--- config.mk ---
export PLATFORM = sky130hd
export DESIGN_NAME = cmos_dvp_tx
export DESIGN_NICKNAME = d
export VERILOG_FILES = /design/src/rtl/cmos_dvp_tx.sv
export SDC_FILE = /design/constraint.sdc
export NUM_CORES = 1
export LEC_CHECK = 0
export ABC_AREA = 1
export CORE_AREA = 2 2 100 102
export CTS_CLUSTER_DIAMETER = 60
export CTS_CLUSTER_SIZE = 12
export DETAILED_ROUTE_END_ITERATION = 7
export DIE_AREA = 0 0 102 104
export DONT_BUFFER_PORTS = 1
export HOLD_SLACK_MARGIN = 0.03
export SYNTH_ARGS = -nofsm -noshare
export SYNTH_HDL_FRONTEND = slang
export SYNTH_SLANG_ARGS = --single-unit
--- constraint.sdc ---
create_clock -name clk -period 3.3 [get_ports clk]
set_clock_uncertainty 0.15 [all_clocks]
set_input_delay 0.66 -clock clk [delete_from_list [all_inputs] [get_ports clk]]
set_output_delay 0.66 -clock clk [all_outputs]
set_load 0.03 [all_outputs]
--- src/rtl/cmos_dvp_tx.sv ---
// -----------------------------------------------------------------------------
// cmos_dvp_tx
//
// Camera-side DVP transmitter for an RGB565 capture path. Pixels arrive on a
// valid/ready stream and leave as two bytes each on an 8-bit DVP lane, framed
// as vsync pulse, back porch, active lines and front porch. Everything runs on
// one clock; cam_pclk is clk/2 and is generated from a register.
//
// Handshake: pix_ready is a combinational one-clk strobe raised in the tick
// cycle whose next byte is the high byte of an active pixel. A pixel is
// consumed only when pix_valid & pix_ready in that same cycle. The source must
// not wait for pix_ready before asserting pix_valid; if pix_valid is low at the
// strobe, the pixel slot is sent as 0x00,0x00, the underflow flag sets, and the
// framing carries on without stalling.
//
// Ports:
//   clk          system clock
//   rst_n        synchronous reset, active low
//   tx_en        frame enable, looked at only at frame boundaries
//   pix_valid    pix_data holds a pixel
//   pix_data     RGB565 pixel, [15:8] goes out first
//   pix_ready    pop strobe (see handshake above)
//   cam_pclk     pixel clock, clk/2
//   cam_vsync    frame sync, active high
//   cam_href     line valid, active high
//   cam_data     byte lane, zero whenever cam_href is low
//   frame_start  one-clk pulse after the edge where cam_vsync rises
//   busy         high from frame start until the edge that enters IDLE
//   underflow    sticky, set when a pixel is needed and pix_valid is low
//   dbg_state    current framing state (IDLE=0 VSYNC=1 VBACK=2 ACTIVE=3 VFRONT=4)
// -----------------------------------------------------------------------------
module cmos_dvp_tx #(
  parameter int H_ACTIVE = 640,
  parameter int V_ACTIVE = 480,
  parameter int H_BLANK  = 144,
  parameter int VS_LINES = 4,
  parameter int V_BACK   = 18,
  parameter int V_FRONT  = 8
) (
  input  logic        clk,
  input  logic        rst_n,
  input  logic        tx_en,
  input  logic        pix_valid,
  input  logic [15:0] pix_data,
  output logic        pix_ready,
  output logic        cam_pclk,
  output logic        cam_vsync,
  output logic        cam_href,
  output logic [7:0]  cam_data,
  output logic        frame_start,
  output logic        busy,
  output logic        underflow,
  output logic [2:0]  dbg_state
);

  // Bytes per line, identical for every line type.
  localparam int          LINE_BYTES = 2 * H_ACTIVE + H_BLANK;
  localparam logic [11:0] C_H_LAST   = 12'(LINE_BYTES - 1);
  localparam logic [11:0] C_H_ACT    = 12'(2 * H_ACTIVE);
  localparam logic [11:0] C_VS_LAST  = 12'(VS_LINES - 1);
  localparam logic [11:0] C_VB_LAST  = 12'(V_BACK - 1);
  localparam logic [11:0] C_VA_LAST  = 12'(V_ACTIVE - 1);
  localparam logic [11:0] C_VF_LAST  = 12'(V_FRONT - 1);

  typedef enum logic [2:0] {
    S_IDLE   = 3'd0,
    S_VSYNC  = 3'd1,
    S_VBACK  = 3'd2,
    S_ACTIVE = 3'd3,
    S_VFRONT = 3'd4
  } state_t;

  // Registered state. r_state/r_h_cnt/r_v_cnt describe the byte currently
  // on the lane, so they and the DVP outputs move together on a tick.
  state_t      r_state;
  logic [11:0] r_h_cnt;
  logic [11:0] r_v_cnt;
  logic        r_pclk;
  logic        r_vsync;
  logic        r_href;
  logic [7:0]  r_data;
  logic [7:0]  r_lo;
  logic        r_fs;
  logic        r_busy;
  logic        r_uf;

  // Next-position logic.
  state_t      w_state_nxt;
  logic [11:0] w_h_nxt;
  logic [11:0] w_v_nxt;
  logic [11:0] w_v_last;
  logic        w_tick;
  logic        w_line_end;
  logic        w_blk_end;
  logic        w_frame_go;
  logic        w_act_byte;
  logic        w_pop;

  // A tick is the clk cycle in which cam_pclk is high: the following edge
  // drops pclk, so data launched there is stable across the pclk rise.
  assign w_tick = r_pclk;

  // Terminal line index of the current region.
  always_comb begin
    w_v_last = 12'd0;
    case (r_state)
      S_VSYNC:  w_v_last = C_VS_LAST;
      S_VBACK:  w_v_last = C_VB_LAST;
      S_ACTIVE: w_v_last = C_VA_LAST;
      S_VFRONT: w_v_last = C_VF_LAST;
      default:  w_v_last = 12'd0;
    endcase
  end

  assign w_line_end = (r_h_cnt == C_H_LAST);
  assign w_blk_end  = w_line_end && (r_v_cnt == w_v_last);

  // Next state and counters, applied only on a tick.
  always_comb begin
    w_state_nxt = r_state;
    w_h_nxt     = r_h_cnt;
    w_v_nxt     = r_v_cnt;
    if (w_tick) begin
      case (r_state)
        S_IDLE: begin
          if (tx_en) begin
            w_state_nxt = S_VSYNC;
            w_h_nxt     = 12'd0;
            w_v_nxt     = 12'd0;
          end
        end
        default: begin
          if (w_line_end) begin
            w_h_nxt = 12'd0;
            if (w_blk_end) begin
              w_v_nxt = 12'd0;
              case (r_state)
                S_VSYNC:  w_state_nxt = S_VBACK;
                S_VBACK:  w_state_nxt = S_ACTIVE;
                S_ACTIVE: w_state_nxt = S_VFRONT;
                // Frame boundary: tx_en decides between back-to-back and idle.
                S_VFRONT: w_state_nxt = tx_en ? S_VSYNC : S_IDLE;
                default:  w_state_nxt = S_IDLE;
              endcase
            end else begin
              w_v_nxt = r_v_cnt + 12'd1;
            end
          end else begin
            w_h_nxt = r_h_cnt + 12'd1;
          end
        end
      endcase
    end
  end

  // A new frame begins whenever VSYNC is entered from outside VSYNC.
  assign w_frame_go = w_tick && (w_state_nxt == S_VSYNC) &&
                      ((r_state == S_IDLE) || (r_state == S_VFRONT));

  // Next byte is inside the active part of an active line.
  assign w_act_byte = (w_state_nxt == S_ACTIVE) && (w_h_nxt < C_H_ACT);

  // Even active byte -> high byte of a fresh pixel -> pop.
  assign w_pop = w_tick && w_act_byte && !w_h_nxt[0];

  // Gated by rst_n so no pop is offered in a cycle that is being reset.
  assign pix_ready = rst_n && w_pop;

  // State and counters.
  always_ff @(posedge clk) begin
    if (!rst_n) begin
      r_state <= S_IDLE;
      r_h_cnt <= 12'd0;
      r_v_cnt <= 12'd0;
      r_pclk  <= 1'b0;
    end else begin
      r_pclk <= ~r_pclk;
      if (w_tick) begin
        r_state <= w_state_nxt;
        r_h_cnt <= w_h_nxt;
        r_v_cnt <= w_v_nxt;
      end
    end
  end

  // Registered DVP outputs and status.
  always_ff @(posedge clk) begin
    if (!rst_n) begin
      r_vsync <= 1'b0;
      r_href  <= 1'b0;
      r_data  <= 8'h00;
      r_lo    <= 8'h00;
      r_fs    <= 1'b0;
      r_busy  <= 1'b0;
      r_uf    <= 1'b0;
    end else begin
      r_fs <= w_frame_go;
      if (w_tick) begin
        r_vsync <= (w_state_nxt == S_VSYNC);
        r_href  <= w_act_byte;
        r_busy  <= (w_state_nxt != S_IDLE);
        if (w_pop) begin
          if (pix_valid) begin
            r_data <= pix_data[15:8];
            r_lo   <= pix_data[7:0];
          end else begin
            // Missing pixel: send a black slot, keep the source's pixel.
            r_data <= 8'h00;
            r_lo   <= 8'h00;
            r_uf   <= 1'b1;
          end
        end else if (w_act_byte) begin
          r_data <= r_lo;
        end else begin
          r_data <= 8'h00;
        end
      end
    end
  end

  assign cam_pclk    = r_pclk;
  assign cam_vsync   = r_vsync;
  assign cam_href    = r_href;
  assign cam_data    = r_data;
  assign frame_start = r_fs;
  assign busy        = r_busy;
  assign underflow   = r_uf;
  assign dbg_state   = r_state;

endmodule

After elaboration in Yosys (flattened, before gate mapping)
Index checks and enable logic that the tools add are counted.
W data, S select, Z words.
{"block": "totals", "ff_bits": 49, "latchBits": 0, "ram_bits": 0, "mem_bits_ro": 0, "in_bits": 20, "elab_cells": 60, "mem_count": 0}
{"block": "classes", "n_addsub": 2, "multipliers": 0, "n_div": 0, "magnitude_cmp": 1, "n_eq_ne": 9, "shifts": 0, "n_mux": 20, "bitwise": 2, "reduce_logical": 15}
{"cell": "$mux W12", "count": 8}
{"cell": "$pmux W9 S4", "count": 1}
{"cell": "$mux W8", "count": 4}
{"cell": "$add A12 B1 Y12 const B", "count": 2}
{"cell": "$mux W3", "count": 5}
{"cell": "$eq A12 B11 Y1 const B", "count": 1}
{"cell": "$eq A12 B12 Y1", "count": 1}
{"cell": "$lt A12 B11 Y1 const B", "count": 1}
{"cell": "$pmux W3 S4", "count": 1}
{"cell": "$eq A3 B2 Y1 const B", "count": 3}
{"cell": "$logic_and A1 B1 Y1", "count": 7}
{"cell": "$eq A3 B1 Y1 const B", "count": 2}
{"cell": "$reduce_and A3 Y1", "count": 2}
{"cell": "$eq A3 B3 Y1 const B", "count": 1}
{"cell": "$logic_not A3 Y1", "count": 1}
{"cell": "$reduce_bool A3 Y1", "count": 1}
{"cell": "$ne A2 B2 Y1 const B", "count": 1}
{"cell": "$not A1 Y1", "count": 2}
{"cell": "$reduce_and A2 Y1", "count": 1}
{"cell": "$reduce_bool A2 Y1", "count": 1}
{"cell": "$logic_not A1 Y1", "count": 1}
{"cell": "$logic_or A1 B1 Y1", "count": 1}
{"cell": "$mux W1", "count": 1}

Longest topological paths before layout
{"block": "logic_depth", "ltp_word": 13, "depth_mapped": 19, "ltp_nobuf": 17}

Worst setup path before layout
Ideal clock, no wire load.
{"block": "synth_timing", "kind": "register to output", "start": "reg r_state[1], in the netlist dbg_state[1]", "end": "out pix_ready", "t_arrival_ns": 2.219, "required_time_ns": 2.490, "setup_slack_ns": 0.271, "path_stages_with_launch": 17, "path_buffers": 3, "path_cell_list": "dfxtp_1 > buf_4 > nor2_2 > inv_2 > nor2_4 > nand2_1 > nand2_2 > inv_2 > buf_2 > o22ai_1 > a21oi_1 > nand2_2 > nor2_4 > and2_4 > buf_8 > nand3_4 > inv_2"}
{"block": "synth_via", "elab_chain_len": 13}
{"element": "start, declared", "line": "75", "source": "state_t r_state;"}
{"element": "start signal, assigned", "line": "179", "source": "r_state <= w_state_nxt;"}
{"element": "$eq A3 B3 Y1 (tied with other cells)", "line": "106, 137"}
{"element": "$pmux W9 S4", "line": "106", "source": "case (r_state)"}
{"element": "$eq A12 B12 Y1", "line": "116", "source": "assign w_blk_end = w_line_end && (r_v_cnt == w_v_last);"}
{"element": "$logic_and A1 B1 Y1", "line": "116"}
{"element": "$mux W3", "line": "135", "source": "if (w_blk_end) begin"}
{"element": "$mux W3", "line": "133", "source": "if (w_line_end) begin"}
{"element": "$mux W3", "line": "124", "source": "case (r_state)"}
{"element": "$mux W3", "line": "123", "source": "if (w_tick) begin"}
{"element": "$eq A3 B2 Y1", "line": "161", "source": "assign w_act_byte = (w_state_nxt == S_ACTIVE) && (w_h_nxt < C_H_ACT);"}
{"element": "$logic_and A1 B1 Y1", "line": "161"}
{"element": "$logic_and A1 B1 Y1", "line": "164", "source": "assign w_pop = w_tick && w_act_byte && !w_h_nxt[0];"}
{"element": "$logic_and A1 B1 Y1 *", "line": "164"}
{"element": "$logic_and A1 B1 Y1 *", "line": "167", "source": "assign pix_ready = rst_n && w_pop;"}
{"element": "end, declared", "line": "45", "source": "output logic pix_ready,"}
Mark *: on every way between the ends. The rest lies on a longest branch, timed or not.

Worst setup path in the final report
{"block": "layout_timing", "start": "reg r_h_cnt[0]", "end": "out pix_ready"}
{"block": "layout_via", "elab_chain_len": 11}
{"element": "start, declared", "line": "76", "source": "logic [11:0] r_h_cnt;"}
{"element": "start signal, assigned", "line": "180", "source": "r_h_cnt <= w_h_nxt;"}
{"element": "branches (longest 9 deep; another with $add A12 B1 Y12)"}
{"element": "$logic_and A1 B1 Y1 *", "line": "164"}
{"element": "$logic_and A1 B1 Y1 *", "line": "167"}
Mark *: on every way between the ends.

==> metrics <==
power per cell area between 300 and 400 mW/mm²; Period Utilization, post-route 0.949; Cell Area, Synth about 0.0028 mm²; sequential fraction of the synthesis area 0.348; Synth Instances ~430; most frequent CP cell nand3_1; drt initial violations ~140; drt drc 0; Worst Path Required 2.49 ns; Ports 38; DIE AREA 0.0106 mm²; fin. max-slew vios 0; max_slew headroom 0.680; final WL 7250 µm; CTS tree built; placed insts around 560; first-pass GRT wire length roughly 12000 µm; cell family with most CP delay simple AND/OR/NAND/NOR gates; Setup TNS 0 ns; routability cong. 0.924; Buf/Inv on CP 1; CTS sink cnt 49; Static Leak approximately 1.4 nW; clock slew at reported path FFs approximately 0.10 ns; Fill cells 1060; Synth Flop Type dfxtp_1; worst slew pin tran between 0.4 and 0.5 ns; pin count of the biggest net entering global routing 31; EDFF count, synth 0; final total power about 1.2 mW; CP Data Arrival Time 2.32 ns; crit end category output pin; critical path class reg -> out; Slowest cell on crit path dfxtp_4; Setup crit start kind flop; commonest non-fill, non-tap cell in the layout nand2_1; post-synthesis async set-or-reset flop share 0; Avg Cell Area, Syn 6.49 µm²; status finished clean; max_cap viols 0; Fin. Hold Viols 0; Post-DP HPWL 5360 µm; Tmin final about 3.1 ns; H-tree levels 2; Cell Count, Final, Fillers Out around 570; Root Buffer clkbuf_8; Starting Density 0.295; Clock Path Buffers 2; Die Span Y between 100 and 150 µm; Avg Vias per Cell approximately 4.7; Layout area overhead 14.1%; Rows 36; vias in the first global route around 2600; Synth cell types 34; Inserted Diodes 0; global router's overall resource usage 0.140; hold_ws ~0.27 ns; Setup-failing EPs final 0; IO buf count 0; fmax between 300 and 400 MHz; Pre-antenna DRT Iters 4; total gr overflow 0; Core ar. roughly 0.0095 mm²; post-synthesis register bit count slightly below 50; CTS Buf Count 5; share of cells above drive strength 1 0.152; CP cell instances ha_4 -> nand2_4 -> nor2_4 -> nand3_1 -> nor2_1 -> nand3_1 -> nor2_2 -> nand3_1 -> nand2_1 -> nand2_1 -> nand2_2 -> nand2_2 -> nor2_4 -> and2_4 -> nand3_4 -> inv_6; CP Max Fanout 6; die width about 100 µm; most frequent cells in the layout 114 x nand2_1, 52 x inv_1, 52 x nor2_1; CTS Hold Buffers Added 0; maximum vdd drop 0.195 mV; Final #Nets 461; Clock Latency Late Sink ~0.31 ns; initial antenna violation count 0; Mapped Nets about 460; routed len/inst 12.7 µm; Synth warnings 0; Post-DRT Antenna Nets 0; worst hold path type in -> reg; DR vias 2713; Worst path max stage delay about 0.4 ns
final timing paths:
path	slack (ns)	cells past startpoint	to	start
max	0.17	16	pix_ready	r_h_cnt[0]$_SDFFE_PN0P_
min reg2reg	0.32	2	r_lo[6]$_SDFFE_PN0P_	r_lo[6]$_SDFFE_PN0P_
max reg2reg	0.80	18	r_lo[4]$_SDFFE_PN0P_	r_h_cnt[0]$_SDFFE_PN0P_
min	0.27	1	underflow$_SDFFE_PN0P_	pix_valid
worst reg2reg max path, cell delays in order, from the launching register on:
cell and delay (ns):
dfxtp_4 0.39, ha_4 0.16, nand2_4 0.07, nor2_4 0.15, nand3_1 0.08, nor2_1 0.12, nand3_1 0.09, nor2_2 0.14
nand3_1 0.08, nand2_1 0.07, nand2_1 0.06, nand2_2 0.09, nand2_2 0.07, nor2_4 0.08, and2_4 0.17, buf_4 0.16
nand2_2 0.13, nand2_1 0.10, o21ai_2 0.05
area by class of cell:
class                           instances  area [µm²]  area share
Clock inverter                          3        65.1      0.0202
Clock buffer                            5        68.8      0.0214
Multi-Input combinational cell        311        1590       0.495
Inverter                               59         229      0.0712
Tap cell                              133         166      0.0518
Timing Repair Buffer                   13        97.6      0.0304
Sequential cell                        49         996       0.310
synthesized netlist by cell type, types with 4 or more instances:
cell,instances,area [µm²]
o21ai_2,4,35.0
nand4_1,26,163
nand3_1,35,175
inv_2,6,22.5
dfxtp_1,49,981
nand2_2,9,56.3
buf_4,5,37.5
clkbuf_1,5,18.8
nor3_1,9,45.0
a21oi_1,8,40.0
o22ai_1,6,37.5
nor2_1,56,210
o21ai_0,11,55.1
nand2_1,116,435
inv_1,53,199
xor2_1,8,70.1
cells by family after synthesis:
family	count (synthesis)	share of synthesized area
buf+inv	74	0.110
simple gates	264	0.428
xor+xnor	8	0.0249
fa+ha+maj	2	0.00888
compound gates	37	0.0795
flops	49	0.348
where the power goes:
part | switching, mW | internal [mW] | total [mW]
logic | 0.0691 | 0.0274 | 0.0965
clock network | 0.211 | 0.301 | 0.512
registers | 0.0122 | 0.596 | 0.608
layer usage:
metal,track usage,wire length (µm)
met5,0,0
met4,0.0295,71
met3,0.0343,366
met2,0.232,3380
met1,0.185,3440
registers in the layout (all words and copies together), names as in the netlist:
signal	count
cam_vsync	1
cam_href	1
busy	1
cam_data	8
dbg_state	3
r_lo	8
r_v_cnt	12
frame_start	1
underflow	1
r_h_cnt	12
cam_pclk	1
stage by stage:
stage	utilization	setup slack [ns]	instance area (µm²)
final	0.337	0.167	3210
after CTS	0.326	0.0712	3110
after global routing	0.337	-0.0131	3210
after floorplan	-	0.271	2820
after detailed placement	0.310	0.188	2960
after global placement	0.310	0.246	2960
timing repair:
| action | in CTS | in global routing |
|---|---|---|
| gates resized for setup | 6 | 23 |
| buffers inserted | 1 | 3 |
| endpoints found under the setup margin | 1 | 1 |
| pin swaps | 1 | 8 |
(Power assumes the default switching activity.)
